[src/rtl/axil_seq_pkg.sv]
// Shared types for the AXI-Lite configuration sequencer: op codes, FSM states and the command record.
package axil_seq_pkg;

  localparam int unsigned CMD_ADDR_MAX = 64;
  localparam int unsigned CMD_DATA_MAX = 64;

  localparam logic [1:0] RESP_OKAY = 2'd0;

  typedef enum logic [1:0] {
    OP_WRITE = 2'd0,
    OP_READ  = 2'd1,
    OP_POLL  = 2'd2,
    OP_END   = 2'd3
  } op_e;

  typedef enum logic [3:0] {
    IDLE      = 4'd0,
    FETCH     = 4'd1,
    WR        = 4'd2,
    WR_RESP   = 4'd3,
    RD        = 4'd4,
    RD_DATA   = 4'd5,
    POLL_WAIT = 4'd6,
    DONE      = 4'd7,
    ERR       = 4'd8
  } state_e;

  // Command record sized for the widest supported bus; callers use the low ADDR_W/DATA_W bits.
  typedef struct packed {
    op_e                     op;
    logic [CMD_ADDR_MAX-1:0] adr;
    logic [CMD_DATA_MAX-1:0] data;
  } cmd_t;

  function automatic logic is_idle(input state_e s);
    return (s == IDLE) || (s == DONE) || (s == ERR);
  endfunction

endpackage

[src/rtl/axil_seq_cmd_ram.sv]
// Command table: one write port, one synchronous read port, no reset so contents survive reset.
module axil_seq_cmd_ram #(
  parameter int unsigned N_CMD = 16,
  parameter int unsigned W     = 66,
  parameter int unsigned AW    = $clog2(N_CMD)
) (
  input  logic          i_clk,
  input  logic          i_we,
  input  logic [AW-1:0] i_waddr,
  input  logic [W-1:0]  i_wdata,
  input  logic [AW-1:0] i_raddr,
  output logic [W-1:0]  o_rdata
);

  logic [W-1:0] r_mem [N_CMD];
  logic [W-1:0] r_rdata;

  always_ff @(posedge i_clk) begin
    if (i_we) r_mem[i_waddr] <= i_wdata;
    r_rdata <= r_mem[i_raddr];
  end

  assign o_rdata = r_rdata;

endmodule

[src/rtl/axil_cfg_sequencer.sv]
// Table-driven AXI-Lite master running WRITE/READ/POLL/END commands, one transaction at a time.
// Define AXIL_SEQ_CHECK_EN to compare READ data against the entry and count mismatches in mism_cnt.
module axil_cfg_sequencer
  import axil_seq_pkg::*;
#(
  parameter int unsigned ADDR_W   = 32,
  parameter int unsigned DATA_W   = 32,
  parameter int unsigned N_CMD    = 16,
  parameter int unsigned POLL_GAP = 100,
  parameter int unsigned POLL_MAX = 1024
) (
  input  logic                     clk,
  input  logic                     reset,
  input  logic                     start,
  input  logic                     cmd_we,
  input  logic [$clog2(N_CMD)-1:0] cmd_waddr,
  input  logic [1:0]               cmd_wop,
  input  logic [ADDR_W-1:0]        cmd_wadr,
  input  logic [DATA_W-1:0]        cmd_wdata,
  output logic [ADDR_W-1:0]        AWADDR,
  output logic                     AWVALID,
  input  logic                     AWREADY,
  output logic [DATA_W-1:0]        WDATA,
  output logic [DATA_W/8-1:0]      WSTRB,
  output logic                     WVALID,
  input  logic                     WREADY,
  input  logic [1:0]               BRESP,
  input  logic                     BVALID,
  output logic                     BREADY,
  output logic [ADDR_W-1:0]        ARADDR,
  output logic                     ARVALID,
  input  logic                     ARREADY,
  input  logic [DATA_W-1:0]        RDATA,
  input  logic [1:0]               RRESP,
  input  logic                     RVALID,
  output logic                     RREADY,
  output logic                     busy,
  output logic                     done,
  output logic                     error,
  output logic [DATA_W-1:0]        last_rdata,
  output logic [15:0]              mism_cnt
);

  localparam int unsigned PC_W   = $clog2(N_CMD);
  localparam int unsigned STRB_W = DATA_W / 8;
  localparam int unsigned ENT_W  = 2 + ADDR_W + DATA_W;
  localparam int unsigned GAP_W  = $clog2(POLL_GAP + 1) + 1;
  localparam int unsigned CNT_W  = $clog2(POLL_MAX + 1);
  localparam logic [PC_W-1:0] LAST_PC = PC_W'(N_CMD - 1);

  state_e              r_state;
  logic [PC_W-1:0]     r_pc;
  logic [ADDR_W-1:0]   r_awaddr;
  logic [ADDR_W-1:0]   r_araddr;
  logic [DATA_W-1:0]   r_wdata;
  logic [STRB_W-1:0]   r_wstrb;
  logic                r_awvalid;
  logic                r_wvalid;
  logic                r_bready;
  logic                r_arvalid;
  logic                r_rready;
  logic                r_busy;
  logic                r_done;
  logic                r_error;
  logic [DATA_W-1:0]   r_last_rdata;
  logic [DATA_W-1:0]   r_exp;
  logic                r_is_poll;
  logic [CNT_W-1:0]    r_poll_cnt;
  logic [GAP_W-1:0]    r_gap;

  logic [PC_W-1:0]     w_rd_addr;
  logic [ENT_W-1:0]    w_rd_q;
  logic                w_tbl_we;
  cmd_t                w_cmd;
  logic                w_unused_cmd_hi;

  // Table reads run one entry ahead so the next command is ready on the cycle FETCH is entered.
  assign w_rd_addr = is_idle(r_state) ? '0 : PC_W'(r_pc + PC_W'(1));
  assign w_tbl_we  = cmd_we && !r_busy;

  axil_seq_cmd_ram #(
    .N_CMD (N_CMD),
    .W     (ENT_W)
  ) u_cmd_ram (
    .i_clk   (clk),
    .i_we    (w_tbl_we),
    .i_waddr (cmd_waddr),
    .i_wdata ({cmd_wop, cmd_wadr, cmd_wdata}),
    .i_raddr (w_rd_addr),
    .o_rdata (w_rd_q)
  );

  always_comb begin
    w_cmd.op   = op_e'(w_rd_q[ENT_W-1 -: 2]);
    w_cmd.adr  = CMD_ADDR_MAX'(w_rd_q[DATA_W +: ADDR_W]);
    w_cmd.data = CMD_DATA_MAX'(w_rd_q[DATA_W-1:0]);
  end

  assign w_unused_cmd_hi = ^{w_cmd.adr, w_cmd.data};

`ifdef AXIL_SEQ_CHECK_EN
  logic [15:0] r_mism_cnt;
  assign mism_cnt = r_mism_cnt;
`else
  assign mism_cnt = 16'h0;
`endif

  always_ff @(posedge clk) begin
    if (reset) begin
      r_state      <= IDLE;
      r_pc         <= '0;
      r_awaddr     <= '0;
      r_araddr     <= '0;
      r_wdata      <= '0;
      r_wstrb      <= '0;
      r_awvalid    <= 1'b0;
      r_wvalid     <= 1'b0;
      r_bready     <= 1'b0;
      r_arvalid    <= 1'b0;
      r_rready     <= 1'b0;
      r_busy       <= 1'b0;
      r_done       <= 1'b0;
      r_error      <= 1'b0;
      r_last_rdata <= '0;
      r_exp        <= '0;
      r_is_poll    <= 1'b0;
      r_poll_cnt   <= '0;
      r_gap        <= '0;
`ifdef AXIL_SEQ_CHECK_EN
      r_mism_cnt   <= '0;
`endif
    end else begin
      case (r_state)
        IDLE, DONE, ERR: begin
          if (start) begin
            r_done  <= 1'b0;
            r_error <= 1'b0;
            r_pc    <= '0;
            r_busy  <= 1'b1;
            r_state <= FETCH;
`ifdef AXIL_SEQ_CHECK_EN
            r_mism_cnt <= '0;
`endif
          end
        end
        FETCH: begin
          r_exp <= w_cmd.data[DATA_W-1:0];
          case (w_cmd.op)
            OP_WRITE: begin
              r_awaddr  <= w_cmd.adr[ADDR_W-1:0];
              r_wdata   <= w_cmd.data[DATA_W-1:0];
              r_wstrb   <= '1;
              r_awvalid <= 1'b1;
              r_wvalid  <= 1'b1;
              r_state   <= WR;
            end
            OP_READ, OP_POLL: begin
              r_araddr   <= w_cmd.adr[ADDR_W-1:0];
              r_arvalid  <= 1'b1;
              r_is_poll  <= (w_cmd.op == OP_POLL);
              r_poll_cnt <= '0;
              r_state    <= RD;
            end
            default: begin
              r_done  <= 1'b1;
              r_busy  <= 1'b0;
              r_state <= DONE;
            end
          endcase
        end
        WR: begin
          // AW and W complete independently; the response phase waits for both.
          if (r_awvalid && AWREADY) r_awvalid <= 1'b0;
          if (r_wvalid && WREADY)   r_wvalid  <= 1'b0;
          if ((!r_awvalid || AWREADY) && (!r_wvalid || WREADY)) begin
            r_bready <= 1'b1;
            r_state  <= WR_RESP;
          end
        end
        WR_RESP: begin
          if (BVALID) begin
            r_bready <= 1'b0;
            if (BRESP != RESP_OKAY) begin
              r_error <= 1'b1;
              r_busy  <= 1'b0;
              r_state <= ERR;
            end else if (r_pc == LAST_PC) begin
              r_done  <= 1'b1;
              r_busy  <= 1'b0;
              r_state <= DONE;
            end else begin
              r_pc    <= PC_W'(r_pc + PC_W'(1));
              r_state <= FETCH;
            end
          end
        end
        RD: begin
          if (ARREADY) begin
            r_arvalid <= 1'b0;
            r_rready  <= 1'b1;
            r_state   <= RD_DATA;
          end
        end
        RD_DATA: begin
          if (RVALID) begin
            r_rready     <= 1'b0;
            r_last_rdata <= RDATA;
            if (RRESP != RESP_OKAY) begin
              r_error <= 1'b1;
              r_busy  <= 1'b0;
              r_state <= ERR;
            end else if (r_is_poll && (RDATA != r_exp)) begin
              if (r_poll_cnt == CNT_W'(POLL_MAX - 1)) begin
                r_error <= 1'b1;
                r_busy  <= 1'b0;
                r_state <= ERR;
              end else begin
                r_poll_cnt <= CNT_W'(r_poll_cnt + CNT_W'(1));
                if (POLL_GAP == 0) begin
                  r_arvalid <= 1'b1;
                  r_state   <= RD;
                end else begin
                  r_gap   <= GAP_W'(POLL_GAP - 1);
                  r_state <= POLL_WAIT;
                end
              end
            end else begin
`ifdef AXIL_SEQ_CHECK_EN
              if (!r_is_poll && (RDATA != r_exp) && (r_mism_cnt != 16'hFFFF))
                r_mism_cnt <= r_mism_cnt + 16'd1;
`endif
              if (r_pc == LAST_PC) begin
                r_done  <= 1'b1;
                r_busy  <= 1'b0;
                r_state <= DONE;
              end else begin
                r_pc    <= PC_W'(r_pc + PC_W'(1));
                r_state <= FETCH;
              end
            end
          end
        end
        POLL_WAIT: begin
          if (r_gap == '0) begin
            r_arvalid <= 1'b1;
            r_state   <= RD;
          end else begin
            r_gap <= GAP_W'(r_gap - GAP_W'(1));
          end
        end
        default: r_state <= IDLE;
      endcase
    end
  end

  assign AWADDR     = r_awaddr;
  assign AWVALID    = r_awvalid;
  assign WDATA      = r_wdata;
  assign WSTRB      = r_wstrb;
  assign WVALID     = r_wvalid;
  assign BREADY     = r_bready;
  assign ARADDR     = r_araddr;
  assign ARVALID    = r_arvalid;
  assign RREADY     = r_rready;
  assign busy       = r_busy;
  assign done       = r_done;
  assign error      = r_error;
  assign last_rdata = r_last_rdata;

endmodule

[config.mk]
export PLATFORM = sky130hd
export DESIGN_NAME = axil_cfg_sequencer
export DESIGN_NICKNAME = d
export VERILOG_FILES = /design/src/rtl/axil_seq_pkg.sv /design/src/rtl/axil_seq_cmd_ram.sv /design/src/rtl/axil_cfg_sequencer.sv
export SDC_FILE = /design/constraint.sdc
export NUM_CORES = 2
export LEC_CHECK = 0
export CELL_PAD_IN_SITES_DETAIL_PLACEMENT = 0
export CELL_PAD_IN_SITES_GLOBAL_PLACEMENT = 1
export CORE_AREA = 2 2 426 428
export DETAILED_ROUTE_END_ITERATION = 8
export DIE_AREA = 0 0 428 430
export PLACE_DENSITY_LB_ADDON = 0.05
export SYNTH_ARGS = -nofsm -noshare
export SYNTH_HDL_FRONTEND = slang
export SYNTH_SLANG_ARGS = --single-unit
[constraint.sdc]
create_clock -name clk -period 6.7 [get_ports clk]
set_clock_uncertainty 0.05 [all_clocks]
set_input_delay 1.34 -clock clk [delete_from_list [all_inputs] [get_ports clk]]
set_output_delay 1.34 -clock clk [all_outputs]
set_load 0.01 [all_outputs]
==> flow_summary.toml <==
[clock_tree]
cts_tree = "yes"
cts_sinks = 1319
cts-root-buf = "clkbuf_16"
cts-resized-gates = 0
cts_made_buffers = 157
cts_buffer_depth = 3
clk_latency_ns = 0.80
clkTransAtPathRegs_ns = 0.06
cts_hold_buf = 0
htree_levels = 4
post-cts-setup-buffer-count = 0

[synth]
yosys.area.top_type = "edfxtp_1"
avgSynthCellArea_um2 = 13.7
synth-seq-cells = 1319
synthAdderAreaFrac_pct = 0.193
synth-seq-area-share_pct = 71.4
synth_edf_count = 1056
synthXorXnorAreaFrac_pct = 0.624
async_flop_share_pct = 0
synth_mux_area_share_pct = 2.93
yosys.area_share.simple_pct = 11.6
syn_area_um2 = 51800
synth_commonest_cells = "edfxtp_1 (1056), nand2_1 (755), nand2b_1 (268)"
synth_most_common_cell = "edfxtp_1"
synthFlopType = "edfxtp_1"
synth_area_leaders = "edfxtp_1 (61%), dfxtp_1 (10%), nand2_1 (5.5%)"
synth_top_family_by_area = "simple AND/OR/NAND/NOR gates"
synth_top_area_share_pct = 61.3
synth-compound-area-share_pct = 10.6
yosys_warnings = 0
netlist_instances = 3786
yosysUniqueCellTypes = 65

[floorplanning]
num_rows = 156
io_pins = 271
die_y_um = 430
dieArea_um2 = 184000
fp.dieW_um = 428
initial_core_util_pct = 28.8
coreArea_um2 = 180000

[global_route]
grt_start_max_net_pins = 140
grt_pass1_vias = 31700
overflow = 0
antenna_found_initial = 22
use_met3_pct = 2.89
track_usage_pct = 18.0
grt_util_met2_pct = 29.1
grt_first_pass_wirelength_mm = 240
grt_util_met1_pct = 25.2
top_usage_layer = "met2"

[cells_and_area]
multi_input_area_um2 = 13700
seqCellArea_um2 = 37000
fin_util_pct = 34.5
fill_cells = 17500
fin_nets = 4109
stdcell_area_um2 = 61900
syn2layout_area_growth_pct = 19.7
layout-drive-gt1-share_pct = 9.69

[status]
status = "complete, no violations"

[placed_design]
gp_congestion = 0.701
port-buffer-count = 254
hpwl_mm = 86.7
place_area_um2 = 57000

[timing]
finalSetupTns_ns = 0
grt_setup_unrepaired = "no"
fmax_ghz = 0.236
hold_slack_ns = 0.394
setup_viol = 0
slew_viol_final = 0
hold_viol_final = 0
fin_crit_sh_pct = 63.2
worst_slew_pin_slew_ns = 1.11
relSlewSlack_pct = 26.0
fin_crit_ns = 4.23

[drt]
avgViaCountPerCell = 4.88
wirelength_mm = 168
drc_errors = 0
firstDrtPassIters = 5
drtAntennaViolNets = 0
wl_per_cell_um = 25.8
via_count = 31700
drt_iter0_markers = 2163

[setup_path]
critPathKind = "reg -> reg"
crit_slowest_cell = "dfxtp_1"
cp-start-kind = "flop"
cp-end-kind = "flop"
worst-path-max-fanout = 139
arrival_ns = 4.84
worstPathCellList = "or3_4 -> o21a_4 -> nand2_8 -> buf_12 -> and2_1 -> a211oi_1 -> a31oi_1 -> mux4_2"
required_ns = 7.31
crit_path_max_incr_delay_ns = 0.65

[power]
finalPower_mw = 22.9
peakVddDrop_mv = 0.323
powerDensity_nw_per_um2 = 370
p_leak_nw = 19.1

[job]
maxCapViolations = 0

[hold_path]
hp-class = "reg -> reg"
-- worst max-delay path, delay by kind of cell, from the launching register on --
kind            cells  cell delay [ns]
mux                 1             0.49
flops               1             0.65
compound gates      3             0.94
simple gates        3             1.20
buf+inv             1             0.45
-- cell type report --
| type | instances | area share (%) |
|---|---|---|
| Inverter | 12 | 0.0727 |
| Multi-Input combinational cell | 2172 | 22.1 |
| Timing Repair Buffer | 324 | 5.36 |
| Tap cell | 2370 | 4.79 |
| Sequential cell | 1319 | 59.7 |
| Antenna cell | 5 | 0.0202 |
| Clock buffer | 234 | 7.25 |
| Clock inverter | 57 | 0.709 |
-- power by group --
part | switching, mW | internal [mW]
Combinational | 3.03 | 1.64
Sequential | 0.629 | 9.42
Clock | 3.46 | 4.76
Total | 7.12 | 15.8
-- metrics by stage --
| step | instances | worst slack (ns) |
|---|---|---|
| detailed placement | 6197 | 2.07 |
| global route | 6490 | 2.33 |
| global placement | 6197 | 2.07 |
| CTS | 6488 | 2.52 |
| finish | 6493 | 2.47 |
| floorplan | 3801 | 0.0192 |
-- cells by family (layout without fill, tap and decap cells) --
| logic type | after synthesis | count (layout) |
|---|---|---|
| compound gates | 764 | 764 |
| other cells | 1 | 21 |
| fa+ha+maj | 8 | 8 |
| xor+xnor | 36 | 36 |
| flops | 1319 | 1319 |
| simple gates | 1279 | 1279 |
| buf+inv | 310 | 627 |
| mux | 69 | 69 |
-- state kept, by name (all words and copies together) (netlist names), 4 cells and up --
register / flops
u_cmd_ram.r_mem: 1056
u_cmd_ram.o_rdata: 66
ARADDR: 32
AWADDR: 32
WDATA: 32
last_rdata: 32
r_exp: 32
r_poll_cnt: 11
r_gap: 8
r_pc: 4
r_state: 4
-- worst paths after layout --
check | start | end | slack, ns | cells after the start
setup reg to reg | r_state[0] | u_cmd_ram.o_rdata[17] | 2.47 | 8
hold / removal | r_poll_cnt[10] | r_poll_cnt[10] | 0.39 | 2
setup / recovery | r_state[0] | u_cmd_ram.o_rdata[17] | 2.47 | 8
hold reg to reg | r_poll_cnt[10] | r_poll_cnt[10] | 0.39 | 2
-- metal layers --
layer  vias up  wire length (um)
li1      14700                 -
met1     16200             79900
met2       569             78100
met3       228              6010
met4        14              3740
met5         -                92
-- layout by cell type (no fill, tap or decap), drive strengths merged, types with 4 or more instances in the layout --
cell type,count
a31oi,140
ha,8
clkinv,43
a41o,4
nand2,757
a31o,7
nor3,15
o311ai,132
o21ai,5
diode,5
clkdlybuf4s50,253
mux4,66
inv,21
xnor2,33
nand4,13
nor2b,5
dfxtp,263
and3,6
edfxtp,1056
nand3,6
nor2,47
o2111ai,132
conb,16
buf,70
nand2b,269
or3,10
a21oi,181
clkbuf,235
a211oi,140
and2,136
Power figures use the tool's default switching activity.
